### src/rtl/multi_cycle_ctrl.sv
// Purpose : sequencing FSM for the multi-cycle MIPS-subset datapath (fetch/decode/execute/mem/wb).
// Latency : control outputs are combinational from the current state; CPI 3..5 with zero-wait memory.
// Backpress: FETCH/MEM_RD/MEM_WR hold until mem_ready; STALL_LIMIT idle cycles abort to FETCH and set mem_err.
//
// Ports:
//   clk_100Mhz, rst_n       clock, async active-low reset
//   op, funct, zero         instruction fields from IR, ALU zero flag
//   mem_ready               memory finishes the current access this cycle
//   pc_write..pc_source     datapath strobes and mux selects
//   state                   current state code (debug)
//   instr_done, illegal     one-cycle retire / unsupported-instruction pulses
//   mem_err, instr_cnt      sticky timeout flag, retired-instruction counter
module multi_cycle_ctrl #(
  parameter int unsigned STALL_LIMIT = 15
) (
  input  logic        clk_100Mhz,
  input  logic        rst_n,
  input  logic [5:0]  op,
  input  logic [5:0]  funct,
  input  logic        zero,
  input  logic        mem_ready,
  output logic        pc_write,
  output logic        iord,
  output logic        mem_read,
  output logic        mem_write,
  output logic        ir_write,
  output logic        reg_write,
  output logic        reg_dst,
  output logic        mem_to_reg,
  output logic        alu_src_a,
  output logic [1:0]  alu_src_b,
  output logic [1:0]  alu_op,
  output logic [1:0]  pc_source,
  output logic [3:0]  state,
  output logic        instr_done,
  output logic        illegal,
  output logic        mem_err,
  output logic [31:0] instr_cnt
);

  typedef enum logic [3:0] {
    S_INIT     = 4'd0,
    S_FETCH    = 4'd1,
    S_DECODE   = 4'd2,
    S_MEM_ADDR = 4'd3,
    S_MEM_RD   = 4'd4,
    S_MEM_WB   = 4'd5,
    S_MEM_WR   = 4'd6,
    S_R_EXE    = 4'd7,
    S_R_WB     = 4'd8,
    S_BRANCH   = 4'd9,
    S_JUMP     = 4'd10,
    S_I_EXE    = 4'd11,
    S_I_WB     = 4'd12
  } state_t;

  localparam logic [5:0] OP_RTYPE = 6'h00;
  localparam logic [5:0] OP_LW    = 6'h23;
  localparam logic [5:0] OP_SW    = 6'h2B;
  localparam logic [5:0] OP_BEQ   = 6'h04;
  localparam logic [5:0] OP_J     = 6'h02;
  localparam logic [5:0] OP_ADDI  = 6'h08;

  // Last stall-count value before the wait is declared a timeout.
  localparam logic [7:0] STALL_LAST = 8'(STALL_LIMIT - 1);

  state_t      state_q, state_d;
  logic [7:0]  stall_cnt;
  logic [31:0] cnt_q;
  logic        mem_err_q;
  logic        stall_wait;
  logic        timeout;
  logic        funct_ok;

  assign state     = state_q;
  assign instr_cnt = cnt_q;
  assign mem_err   = mem_err_q;

  assign stall_wait = (state_q == S_FETCH) || (state_q == S_MEM_RD) || (state_q == S_MEM_WR);
  // A ready in the limit cycle wins: the access completes normally.
  assign timeout    = stall_wait && !mem_ready && (stall_cnt == STALL_LAST);

  assign funct_ok = (funct == 6'h20) || (funct == 6'h22) || (funct == 6'h24) ||
                    (funct == 6'h25) || (funct == 6'h2A);

  always_ff @(posedge clk_100Mhz or negedge rst_n) begin
    if (!rst_n) begin
      state_q   <= S_INIT;
      stall_cnt <= 8'd0;
      cnt_q     <= 32'd0;
      mem_err_q <= 1'b0;
    end else begin
      state_q <= state_d;
      // A timeout in FETCH re-enters FETCH, so it must clear the count explicitly.
      if (!stall_wait || timeout || (state_d != state_q)) begin
        stall_cnt <= 8'd0;
      end else if (!mem_ready) begin
        stall_cnt <= stall_cnt + 8'd1;
      end
      if (timeout) begin
        mem_err_q <= 1'b1;
      end
      if (instr_done) begin
        cnt_q <= cnt_q + 32'd1;
      end
    end
  end

  always_comb begin
    state_d    = state_q;
    pc_write   = 1'b0;
    iord       = 1'b0;
    mem_read   = 1'b0;
    mem_write  = 1'b0;
    ir_write   = 1'b0;
    reg_write  = 1'b0;
    reg_dst    = 1'b0;
    mem_to_reg = 1'b0;
    alu_src_a  = 1'b0;
    alu_src_b  = 2'b00;
    alu_op     = 2'b00;
    pc_source  = 2'b00;
    instr_done = 1'b0;
    illegal    = 1'b0;

    case (state_q)
      S_INIT: state_d = S_FETCH;
      S_FETCH: begin
        mem_read  = 1'b1;
        alu_src_b = 2'b01;
        ir_write  = mem_ready;
        pc_write  = mem_ready;
        if (mem_ready) state_d = S_DECODE;
      end
      S_DECODE: begin
        // Speculative branch target: PC + (imm << 2).
        alu_src_b = 2'b11;
        case (op)
          OP_LW, OP_SW: state_d = S_MEM_ADDR;
          OP_RTYPE: begin
            if (funct_ok) begin
              state_d = S_R_EXE;
            end else begin
              illegal = 1'b1;
              state_d = S_FETCH;
            end
          end
          OP_BEQ:  state_d = S_BRANCH;
          OP_J:    state_d = S_JUMP;
          OP_ADDI: state_d = S_I_EXE;
          default: begin
            illegal = 1'b1;
            state_d = S_FETCH;
          end
        endcase
      end
      S_MEM_ADDR: begin
        alu_src_a = 1'b1;
        alu_src_b = 2'b10;
        state_d   = (op == OP_SW) ? S_MEM_WR : S_MEM_RD;
      end
      S_MEM_RD: begin
        mem_read = 1'b1;
        iord     = 1'b1;
        if (mem_ready) state_d = S_MEM_WB;
      end
      S_MEM_WB: begin
        reg_write  = 1'b1;
        mem_to_reg = 1'b1;
        instr_done = 1'b1;
        state_d    = S_FETCH;
      end
      S_MEM_WR: begin
        mem_write  = 1'b1;
        iord       = 1'b1;
        instr_done = mem_ready;
        if (mem_ready) state_d = S_FETCH;
      end
      S_R_EXE: begin
        alu_src_a = 1'b1;
        alu_op    = 2'b10;
        state_d   = S_R_WB;
      end
      S_R_WB: begin
        reg_write  = 1'b1;
        reg_dst    = 1'b1;
        instr_done = 1'b1;
        state_d    = S_FETCH;
      end
      S_BRANCH: begin
        alu_src_a  = 1'b1;
        alu_op     = 2'b01;
        pc_source  = 2'b01;
        pc_write   = zero;
        instr_done = 1'b1;
        state_d    = S_FETCH;
      end
      S_JUMP: begin
        pc_source  = 2'b10;
        pc_write   = 1'b1;
        instr_done = 1'b1;
        state_d    = S_FETCH;
      end
      S_I_EXE: begin
        alu_src_a = 1'b1;
        alu_src_b = 2'b10;
        state_d   = S_I_WB;
      end
      S_I_WB: begin
        reg_write  = 1'b1;
        instr_done = 1'b1;
        state_d    = S_FETCH;
      end
      default: state_d = S_FETCH;
    endcase

    // Abandon the access outright: no side effects from the timed-out instruction.
    if (timeout) begin
      state_d    = S_FETCH;
      pc_write   = 1'b0;
      iord       = 1'b0;
      mem_read   = 1'b0;
      mem_write  = 1'b0;
      ir_write   = 1'b0;
      reg_write  = 1'b0;
      reg_dst    = 1'b0;
      mem_to_reg = 1'b0;
      alu_src_a  = 1'b0;
      alu_src_b  = 2'b00;
      alu_op     = 2'b00;
      pc_source  = 2'b00;
      instr_done = 1'b0;
      illegal    = 1'b0;
    end
  end

endmodule
### config.mk
export PLATFORM = sky130hd
export DESIGN_NAME = multi_cycle_ctrl
export DESIGN_NICKNAME = d
export VERILOG_FILES = /design/src/rtl/multi_cycle_ctrl.sv
export SDC_FILE = /design/constraint.sdc
export NUM_CORES = 1
export LEC_CHECK = 0
export CORE_UTILIZATION = 48
export CTS_CLUSTER_DIAMETER = 40
export DETAILED_ROUTE_END_ITERATION = 10
export PLACE_DENSITY = 0.8
export SYNTH_ARGS = -nofsm -noshare
export SYNTH_HDL_FRONTEND = slang
export SYNTH_SLANG_ARGS = --single-unit
### constraint.sdc
create_clock -name clk_100Mhz -period 2.1 [get_ports clk_100Mhz]
set_clock_uncertainty 0.15 [all_clocks]
set_input_delay 0.42 -clock clk_100Mhz [delete_from_list [all_inputs] [get_ports clk_100Mhz]]
set_output_delay 0.42 -clock clk_100Mhz [all_outputs]
set_load 0.02 [all_outputs]
After elaboration in Yosys (flattened, before gate mapping)
Index checks and enable logic that the tools add are counted.

cells by class
  add/sub/neg operators = 2
  equality and inequality tests = 25
  muxes and demuxes = 40
  reductions and logical operators = 21

operators by type and width
  kind                                                  count
  equality test 6 bit (second input constant)           7
  adder 32 x 1 -> 32 bit (second input constant)        1
  one-hot mux 4 bit (7 select lines)                    1
  two-way mux 1 bit                                     21
  equality test 4 bit (second input constant)           5
  one-hot mux 4 bit (5 select lines)                    1
  equality test 4 x 3 -> 1 bit (second input constant)  4
  two-way mux 4 bit                                     4
  two-way mux 8 bit                                     2
  OR reduction 5 bit                                    2
  adder 8 x 1 -> 8 bit (second input constant)          1
  equality test 4 x 2 -> 1 bit (second input constant)  2
  equality test 8 x 4 -> 1 bit (second input constant)  1
  logical OR 1 bit                                      8
  two-way mux 2 bit                                     4
  one-hot mux 2 bit (2 select lines)                    2
  OR reduction 2 bit                                    4
  equality test 6 x 2 -> 1 bit (second input constant)  1
  equality test 6 x 3 -> 1 bit (second input constant)  1
  equality test 6 x 4 -> 1 bit (second input constant)  1
  logical NOT 6 bit                                     1
  one-hot mux 2 bit (3 select lines)                    1
  equality test 4 x 1 -> 1 bit (second input constant)  1
  inequality test 4 bit                                 1
  8 further kinds                                       11

storage, ports and cells
  bits in registers = 45
  input port bits = 16
  output and inout port bits = 54

Depth between registers and ports, before layout
  word-level depth = 12
  depth in mapped cells = 8
  depth with buffers taken out = 6

Worst setup path before layout
No wires, ideal clock.

  path kind = register -> output
  start point = register state_q[0] (netlist: state[0])
  end point = output port mem_read
  arrival = 1.685 ns
  setup slack = -0.155 ns
  stages on the path, launching flop included = 5
  path buffers = 2
  cells stage by stage = dfrtp_1 -> buf_2 -> clkbuf_1 -> xnor2_1 -> nor4_1

on the way
  cells in the longest elaborated chain, start to end = 6

ends and longest elaborated chain
  what                                                                          line     RTL
  start, declared                                                               67       state_t state_q, state_d;
  start signal, assigned                                                        93       state_q <= state_d;
  equality test 4 x 1 -> 1 bit or equality test 4 x 3 -> 1 bit (tied branches)  79, 126
  logical OR 1 bit (2 in a row)                                                 79       assign stall_wait = (state_q == S_FETCH) || (state_q == S_MEM_RD) || (state_q == S_MEM_WR);
  logical AND 1 bit (2 in a row)                                                81       assign timeout = stall_wait && !mem_ready && (stall_cnt == STALL_LAST);
  two-way mux 1 bit *                                                           218      if (timeout) begin
  end, declared                                                                 24       output logic mem_read,

Mark *: on every way between the ends. The rest lies on a longest branch, timed or not.

Worst setup path after layout
  start point = register stall_cnt[2]
  end point = output port mem_read

on the way
  cells in the longest elaborated chain, start to end = 3

ends and longest elaborated chain
  what                          line  RTL
  start, declared               68    logic [7:0] stall_cnt;
  start signal, assigned        98    stall_cnt <= stall_cnt + 8'd1;
  equality test 8 x 4 -> 1 bit  81
  logical AND 1 bit             81
  two-way mux 1 bit             218

Every way passes these cells.

==> metrics.txt <==
category of the most critical setup path=flop to output port; per-cell via count in the routed design=5.641; overall routed net length=7913 um; maximum number of pins on one net before global-route repair=24; Pwr per Cell Area=810.9 nW/um^2; post-synthesis instance total=around 260; Die ar.=between 5000 and 6000 sq um; synthesized netlist net count=281; Worst Tran Pin Value=539.7 ps; total area of multi-input combinational cells=1446 sq um; sink count of the clock tree=45; clock insertion delay at the later pin of the skew report=approximately 300 ps; run status=finished, violations left; post-synthesis area per instance=9.647 sq um; final critical path time including I/O delays and setup=2372 ps; share of synthesized registers carrying an async set or reset=100.0%; number of iterations in the first detailed-routing pass=4; vias in the first global route=approximately 2,500; clock-pin slew on the worst setup and hold paths=~90 ps; antenna viol nets, final=0; CP Launch Type=flop; placed cell area=between 3000 and 4000 sq um; final non-filler cell area=4034 sq um; number of synthesis warnings=0; DRC errors left=0; arrival time of the worst setup path=1800 ps; area added between synthesis and finish=59.60%; count of input and output buffers=about 70; gr ovfl total=0; I/O pin count=70; Die Wd=roughly 75 um; placeable core area=about 5100 sq um; Die Height=74.57 um; unrepaired setup endpoints after global routing=yes; Period Utilization, post-route=113.0%; number of max-slew violations in the final report=0; CP Data Required Time=1530 ps; startpoint of the lowest-slack hold path=instr_cnt[31]$_DFFE_PN0P_; worst slew margin relative to its limit=64.02%; GP Congestion=0.8584; number of distinct library cell variants in the gate-level netlist after synthesis=52; launching point of the worst reg2reg path=stall_cnt[5]$_DFFE_PN0P_; initial cell density of the core=between 40% and 50%; Static Leak=between 1.5 and 2 nW; Post-Syn Area=around 2500 sq um; maximum buffer depth of the clock tree=2; Hold Crit Class=flop to flop; Routed WL per cell=16.91 um; Worst setup startpoint=stall_cnt[2]$_DFFE_PN0P_; maximum level of the CTS H-tree=2; CTS tree=done; setup slack on the worst flop-to-flop path=-110 ps; Highest Clock Rate=421.5 MHz; ys flop type=sky130_fd_sc_hd__dfrtp_1; total CTS buffers=5; row cnt=26; Iter 0 DRT Violations=126; Worst setup EP type=output port; Max IR drop VDD=slightly below 900 uV; share of synthesized area occupied by flip-flops and latches=roughly 45%; number of nets in the layout=approximately 420; global-route usage over all layers=27.61%; global-route wire length before repair=11,570 um; n_diodes=0; final hold violation count=0; final worst setup slack=-272.3 ps; clk root buf=sky130_fd_sc_hd__clkbuf_8; critical path fanouts, max=3; endpoints failing setup=8; fraction of final layout cells with drive strength greater than 1=36.68%; via total after detailed routing=between 2,000 and 3,000; initial antenna violation count=0; number of enable-type register cells in the synthesized netlist=0; max-cap violation count=0; Fillers=309; violated checks=setup timing; Detailed Place HPWL=around 5000 um; count of state elements after synthesis=45; TNS Setup=-1124 ps; register area=1130 sq um
[layout by cell type, fill, tap and decap left out, types with 7 or more instances in the layout]
cell and count:
sky130_fd_sc_hd__buf_4 65, sky130_fd_sc_hd__dfrtp_1 42, sky130_fd_sc_hd__clkdlybuf4s50_1 35, sky130_fd_sc_hd__xnor2_1 22, sky130_fd_sc_hd__nand2_1 21, sky130_fd_sc_hd__xor2_1 16, sky130_fd_sc_hd__buf_6 14, sky130_fd_sc_hd__nor2_1 13
sky130_fd_sc_hd__nand3_1 13, sky130_fd_sc_hd__nor2_2 11, sky130_fd_sc_hd__nor3_1 10, sky130_fd_sc_hd__nand4_1 8, sky130_fd_sc_hd__dlygate4sd2_1 8, sky130_fd_sc_hd__buf_2 7
[logic make-up after synthesis]
| group | after synthesis | synth area share (%) |
|---|---|---|
| buffers and inverters | 22 | 4.555 |
| AOI/OAI and AO/OA | 31 | 9.159 |
| DFF | 45 | 44.55 |
| muxes | 2 | 0.7921 |
| and+or+nand+nor | 119 | 25.54 |
| xor gates and xnor gates | 39 | 13.51 |
| adders and majority gates | 4 | 1.881 |
[metal layers]
layer	vias to the layer above	global-route usage (%)	share of wire, %
met3	30	4.201	3.9
li1	1193	-	-
met1	1315	33.74	40
met4	0	9.015	4.4
met5	-	0	0
met2	102	49.65	51
[what timing repair did]
item                                    4_1_cts  5_1_grt
pin swaps                                    14       15
gates resized for setup                     111       40
endpoints found under the setup margin       51       53
hold buffers                                  1        0
endpoints found under the hold margin        22        0
buffers inserted                             18        6
[area by class of cell]
class / instances / share of cell area, %
Clock buffer: 6 / 2.047
Clock inverter: 1 / 0.1861
Inverter: 8 / 0.8065
Multi-Input combinational cell: 195 / 35.86
Sequential cell: 45 / 28.01
Tap cell: 70 / 2.171
Timing Repair Buffer: 143 / 30.92
[cell usage after synthesis (4+ instances only)]
cell                       count  area (sq um)
sky130_fd_sc_hd__nor3_1       16         80.08
sky130_fd_sc_hd__xnor2_1      23         201.4
sky130_fd_sc_hd__nor2_1       18         67.56
sky130_fd_sc_hd__and3_1        8         50.05
sky130_fd_sc_hd__nor2_2        7         43.79
sky130_fd_sc_hd__o21ai_0       5         25.02
sky130_fd_sc_hd__inv_1         7         26.28
sky130_fd_sc_hd__nand2_1      22         82.58
sky130_fd_sc_hd__clkbuf_1      7         26.28
sky130_fd_sc_hd__nor4_1        4         25.02
sky130_fd_sc_hd__nand4_1       8         50.05
sky130_fd_sc_hd__nand3_1      16         80.08
sky130_fd_sc_hd__xor2_1       16         140.1
sky130_fd_sc_hd__a21oi_1       6         30.03
sky130_fd_sc_hd__dfrtp_1      45          1126
[report_power, final]
group / internal, mW / switching (mW) / leakage (nW)
combinational: 0.782 / 0.902 / 1.23
clock: 0.261 / 0.298 / 0.0433
sequential: 0.944 / 0.0849 / 0.604
[sequential cells by signal (all words and copies together) (netlist names)]
register / cells
instr_cnt: 32
mem_err: 1
stall_cnt: 8
state: 4
[worst max-delay path, cell delays in order, from the launching register on]
cell and delay (ps):
sky130_fd_sc_hd__dfrtp_1 410, sky130_fd_sc_hd__and3b_1 220, sky130_fd_sc_hd__and4_4 210, sky130_fd_sc_hd__buf_6 120
sky130_fd_sc_hd__buf_6 110, sky130_fd_sc_hd__nor4_4 230, sky130_fd_sc_hd__buf_4 190
[per-stage QoR]
stage	std cells	util [%]	setup slack, ps	total power, mW	hold slack [ps]
finish	468	79.49	-272.3	3.271	324.8
global route	468	79.49	-288.2	3.395	361.8
CTS	464	77.27	-191.5	3.082	327.8
detailed placement	439	71.67	-736.7	2.463	278.6
global placement	439	71.67	-696.2	2.444	273.6
floorplan	262	-	7.428	1.803	-25.59
[path summary, 6_finish.rpt]
kind                                             end  cells after the start
max in group asynchronous         state[1]$_DFF_PN0_                      3
hold / removal             instr_cnt[31]$_DFFE_PN0P_                      1
min in group asynchronous  instr_cnt[23]$_DFFE_PN0P_                      2
hold reg to reg            instr_cnt[31]$_DFFE_PN0P_                      1
setup / recovery                            mem_read                      6
setup reg to reg                  state[2]$_DFF_PN0_                      7
Note: power is estimated with default switching activity, not from simulation.
